$ cat src/rtl/ram_port_arbiter.sv
// Two-client round-robin arbiter sharing one 64x8 single_port_ram (registered read).
// Optional macro RAM_ARB_LOCK_EN adds lock0/lock1 so one client can own the RAM port.
module ram_port_arbiter #(
  parameter int DATA_W = 8,
  parameter int ADDR_W = 6
) (
  input  logic              clk,
  input  logic              rst,
  input  logic              req0,
  input  logic              we0,
  input  logic [ADDR_W-1:0] addr0,
  input  logic [DATA_W-1:0] wdata0,
  output logic              gnt0,
  output logic              rvalid0,
  output logic [DATA_W-1:0] rdata0,
  input  logic              req1,
  input  logic              we1,
  input  logic [ADDR_W-1:0] addr1,
  input  logic [DATA_W-1:0] wdata1,
  output logic              gnt1,
  output logic              rvalid1,
  output logic [DATA_W-1:0] rdata1,
`ifdef RAM_ARB_LOCK_EN
  input  logic              lock0,
  input  logic              lock1,
`endif
  output logic [DATA_W-1:0] ram_data,
  output logic [ADDR_W-1:0] ram_addr,
  output logic              ram_we,
  input  logic [DATA_W-1:0] ram_out
);

  logic last;  // client granted most recently: 0 or 1
  logic elig0, elig1;
  logic win0, win1;

`ifdef RAM_ARB_LOCK_EN
  typedef enum logic [1:0] {
    OWN_NONE,
    OWN_0,
    OWN_1
  } own_e;

  own_e own, own_next;

  always_ff @(posedge clk) begin
    if (rst) own <= OWN_NONE;
    else     own <= own_next;
  end

  // Ownership is taken by a locked grant and released by an unlocked grant
  // or by the owner leaving req low in a cycle where it could have been granted.
  always_comb begin
    // NOTE: default first so every path assigns own_next and no latch is inferred.
    own_next = own;
    unique case (own)
      OWN_NONE: begin
        if (win0 && lock0)      own_next = OWN_0;
        else if (win1 && lock1) own_next = OWN_1;
      end
      OWN_0: begin
        if ((win0 && !lock0) || (!req0 && !gnt0)) own_next = OWN_NONE;
      end
      OWN_1: begin
        if ((win1 && !lock1) || (!req1 && !gnt1)) own_next = OWN_NONE;
      end
      default: own_next = OWN_NONE;
    endcase
  end

  assign elig0 = req0 && !gnt0 && (own != OWN_1);
  assign elig1 = req1 && !gnt1 && (own != OWN_0);
`else
  // A client is never eligible in its own grant cycle: that is its handshake bubble.
  assign elig0 = req0 && !gnt0;
  assign elig1 = req1 && !gnt1;
`endif

  // On a tie the client not granted last wins.
  assign win0 = elig0 && (!elig1 || last);
  assign win1 = elig1 && (!elig0 || !last);

  // NOTE: sequential state uses non-blocking assignments so all registers see pre-edge values.
  always_ff @(posedge clk) begin
    if (rst) begin
      gnt0     <= 1'b0;
      gnt1     <= 1'b0;
      rvalid0  <= 1'b0;
      rvalid1  <= 1'b0;
      ram_we   <= 1'b0;
      ram_addr <= '0;
      ram_data <= '0;
      last     <= 1'b1;
    end else begin
      gnt0    <= win0;
      gnt1    <= win1;
      // ram_we during the grant cycle tells whether that access was a read.
      rvalid0 <= gnt0 && !ram_we;
      rvalid1 <= gnt1 && !ram_we;
      if (win0) begin
        ram_addr <= addr0;
        ram_data <= wdata0;
        ram_we   <= we0;
        last     <= 1'b0;
      end else if (win1) begin
        ram_addr <= addr1;
        ram_data <= wdata1;
        ram_we   <= we1;
        last     <= 1'b1;
      end else begin
        ram_we   <= 1'b0;
      end
    end
  end

  assign rdata0 = ram_out;
  assign rdata1 = ram_out;

endmodule

$ cat config.mk
export PLATFORM = sky130hd
export DESIGN_NAME = ram_port_arbiter
export DESIGN_NICKNAME = d
export VERILOG_FILES = /design/src/rtl/ram_port_arbiter.sv
export SDC_FILE = /design/constraint.sdc
export NUM_CORES = 1
export LEC_CHECK = 0
export ABC_CLOCK_PERIOD_IN_PS = 1100
export CORE_UTILIZATION = 31
export DETAILED_ROUTE_END_ITERATION = 8
export GPL_ROUTABILITY_DRIVEN = 0
export MAX_ROUTING_LAYER = met4
export PLACE_DENSITY_LB_ADDON = 0.05
export SETUP_SLACK_MARGIN = 0.5
export SLEW_MARGIN = 20
export SYNTH_ARGS = -nofsm -noshare
export SYNTH_HDL_FRONTEND = slang
export SYNTH_SLANG_ARGS = --single-unit
export TNS_END_PERCENT = 50
$ cat constraint.sdc
create_clock -name clk -period 1.1 [get_ports clk]
set_input_delay 0.11 -clock clk [delete_from_list [all_inputs] [get_ports clk]]
set_output_delay 0.11 -clock clk [all_outputs]
set_load 0.02 [all_outputs]
Yosys cells after proc, flatten, opt, wreduce, memory -nomap -nowiden. Cells that the tools add are included.

Register bits: 20. Output and inout bits: 35.

Reduce and logical (&&, ||, !) cells: 15. Multiplexer cells: 8.

Operators with widths (number): 8-bit two-way mux (2); 6-bit two-way mux (2); 1-bit logical AND (6); 1-bit logical NOT (6); 1-bit two-way mux (4); 1-bit logical OR (2); 2-bit nonzero test (1).

Longest topological paths before layout.
Depth after elaboration: 7. Gate-level depth with buffers: 5. Depth with buffers taken out: 3.

Worst setup path after synthesis. OpenSTA, ideal clock, no wires.

Kind: flip-flop to flip-flop. From: register gnt0. To: register ram_data[4]. Buffers on the path: 2. Setup time: 0.088 ns. Slack: -0.194 ns. Period minus slack after synthesis: 1.294 ns. Required time: 1.012 ns. Arrival: 1.207 ns. Stages on the path, launching flop included: 6. Cells stage by stage: dfxtp_1 > nand2b_1 > buf_2 > buf_2 > nor3_2 > nor4_2.

Word-level cells in the longest chain between the ends: 6.

Ends and longest elaborated chain: from (decl) (RTL line 13) `output logic gnt0,`; from (signal assigned) (RTL line 95) `gnt0 <= win0;`; 1-bit logical NOT * (RTL line 75) `assign elig0 = req0 && !gnt0;`; 1-bit logical AND * (RTL line 75); 1-bit logical NOT (RTL line 81) `assign win1 = elig1 && (!elig0 || !last);`; 1-bit logical OR (RTL line 81); 1-bit logical AND (RTL line 81); 2-bit nonzero test (no source line); to (signal assigned) (RTL line 102) `ram_data <= wdata0;`; to (signal assigned) (RTL line 107) `ram_data <= wdata1;`; to (decl) (RTL line 27) `output logic [DATA_W-1:0] ram_data,`.

Mark *: on every way between the ends. The rest lies on a longest branch, timed or not. A chain may end at the register's enable or synchronous reset.

Worst setup path after layout.
From: register gnt0. To: register ram_addr[4].

Word-level cells in the longest chain between the ends: 6.

Ends and longest elaborated chain: 1-bit logical NOT * (RTL line 75); 1-bit logical AND * (RTL line 75); 1-bit logical NOT (RTL line 81); 1-bit logical OR (RTL line 81); 1-bit logical AND (RTL line 81); 2-bit nonzero test (no source line); to (signal assigned) (RTL line 101) `ram_addr <= addr0;`; to (signal assigned) (RTL line 106) `ram_addr <= addr1;`; to (decl) (RTL line 28) `output logic [ADDR_W-1:0] ram_addr,`.

Marked as above.

==> run summary <==
final setup TNS: -1.01 ns
clk slew on worst S/H paths: 0.12 ns
drt via density: 5.07
CP Class: reg -> reg
Layout area overhead: 79.8%
synthesized cell area: 0.00111 mm²
Core Footprint: 0.00339 mm²
final hold vios: 0
Slew Limit Fails: 0
worst min-delay path class: in -> out
post-route cell area: 0.00200 mm²
mean area per synthesized cell: 9.69 µm²
Syn Inst Count: 115
CTS tree: yes
fmax: 0.825 GHz
nets: 211
PwrDens: 1020 mW/mm²
placed wire-length estimate: 2.18 mm
Slew @ Worst Pin: 0.297 ns
most frequent cells in the layout: clkdlybuf4s50_1, buf_6, nor3_1, dfxtp_2, buf_4
post-synthesis sequential area ratio: 0.359
CTS Sinks: 20
count of different cell masters after synthesis: 16
Final setup viols: 15
Avg WL per Cell: 15.9 µm
Max FO, Critical Path: 15
DR iter-0 viols: 32
Peak VDD IR: 0.744 mV
FP Rows: 21
fin worst setup slack: -0.112 ns
drt first pass iters: 4
first-pass GRT wire length: 5.31 mm
Die X-Extent: 62.0 µm
most common cell after layout, fill and taps aside: clkdlybuf4s50_1
yosys warns: 0
smallest hold slack: 0.220 ns
share of post-route cells with drive strength above 1: 0.577
Routed WL: 3.41 mm
Worst setup EP type: flip-flop
via count: 1084
max cap viols: 0
Final ANT Viol Nets: 0
number of global-route vias before repair: 1114
Critical Path RT: 1.31 ns
ANT cells: 0
Total GRT Usage: 0.199
Root Driver: clkbuf_4
initial antenna violation count: 0
unrepaired setup endpoints after global routing: true
IO Port Bufs: 52
Die Y: 62.0 µm
DRC: 0
Max Clock Skew: 0.00812 ns
critical path startpoint category: flip-flop
Final Cycle Share: 1.10
number of I/O pins: 77
grt total ovfl: 0
leakage power figure: 0.000734 µW
Die ar.: 0.00384 mm²
failing checks: setup timing
worst relative slew slack: 0.801
synthesized net count: 157
Fillers: 287
minimum clock period: 1.21 ns
total CTS buffers: 3
H-tree levels: 1
post-synthesis register bit count: 20
WP data arrival: 1.42 ns
status: finished with violations
Starting Density: 0.329
pin count of the biggest net entering global routing: 17
clock tree buffer depth: 2
placed cell areas: 0.00178 mm²
worst skew pair latency: 0.31 ns
Post-CTS Hold Buffers: 0
==> state kept, by name (all words and copies together) (netlist names) <==
register	count
rvalid0	1
gnt0	1
ram_addr	6
ram_data	8
rvalid1	1
ram_we	1
gnt1	1
last	1
==> power breakdown <==
| group | internal [µW] | switching, µW |
|---|---|---|
| combinational | 459 | 360 |
| sequential | 801 | 52.9 |
| clock | 141 | 239 |
==> Yosys cell counts, drive strengths merged <==
library cell / instances / area, µm²
a22o: 1 / 8.76
nor3b: 3 / 33.8
nand2b: 2 / 12.5
nor4: 14 / 144
nor2b: 2 / 12.5
nor3: 29 / 190
a211o: 1 / 8.76
a211oi: 15 / 113
clkbuf: 3 / 11.3
dfxtp: 20 / 400
buf: 25 / 180
==> metal layers <==
layer | up-vias | track usage | wire, µm
met5 | - | - | 0
met4 | 0 | 0.0762 | 48
met3 | 6 | 0.0538 | 212
met2 | 48 | 0.316 | 1730
met1 | 505 | 0.238 | 1410
li1 | 525 | - | -
==> worst max-delay path, stage by stage, from the launching register on <==
cell	delay, ns
dfxtp_4	0.38
nor2b_4	0.15
buf_12	0.16
a211oi_1	0.10
nor4_2	0.32
==> stage by stage <==
step,util,worst slack [ns],power [µW],cells
after global placement,0.525,-0.298,1570,201
final,0.591,-0.112,2050,214
after floorplan,-,-0.0690,1300,115
after global routing,0.591,-0.189,2160,214
after CTS,0.575,-0.118,2040,211
after detailed placement,0.525,-0.434,1580,201
==> path summary, 6_finish.rpt <==
check                          from                        to  slack, ns  cells after the start
setup / recovery    gnt0$_SDFF_PP0_  ram_addr[4]$_SDFFE_PP0P_      -0.11                      4
hold reg to reg   ram_we$_SDFF_PP0_        rvalid0$_SDFF_PP0_       0.51                      2
hold / removal           ram_out[2]                 rdata1[2]       0.22                      0
setup reg to reg    gnt0$_SDFF_PP0_  ram_addr[4]$_SDFFE_PP0P_      -0.11                      4
==> final cells by class <==
class	count	area [µm²]	area share
timing repair buffer	77	842	0.420
multi-input combinational	67	651	0.325
sequential	20	428	0.213
tap	46	57.6	0.0287
clock buffer	4	26.3	0.0131
==> kinds of logic after synthesis <==
kind of cell / Yosys count / synth area share
buf+inv: 28 / 0.172
flops: 20 / 0.359
simple gates: 50 / 0.352
compound gates: 17 / 0.117
==> repair_timing <==
item,CTS,global route
endpoints found under the hold margin,0,0
endpoints found under the setup margin,39,39
buffers inserted,5,3
pin swaps,6,4
gates resized for setup,129,14
gates cloned,1,0
Power figures use the tool's default switching activity.
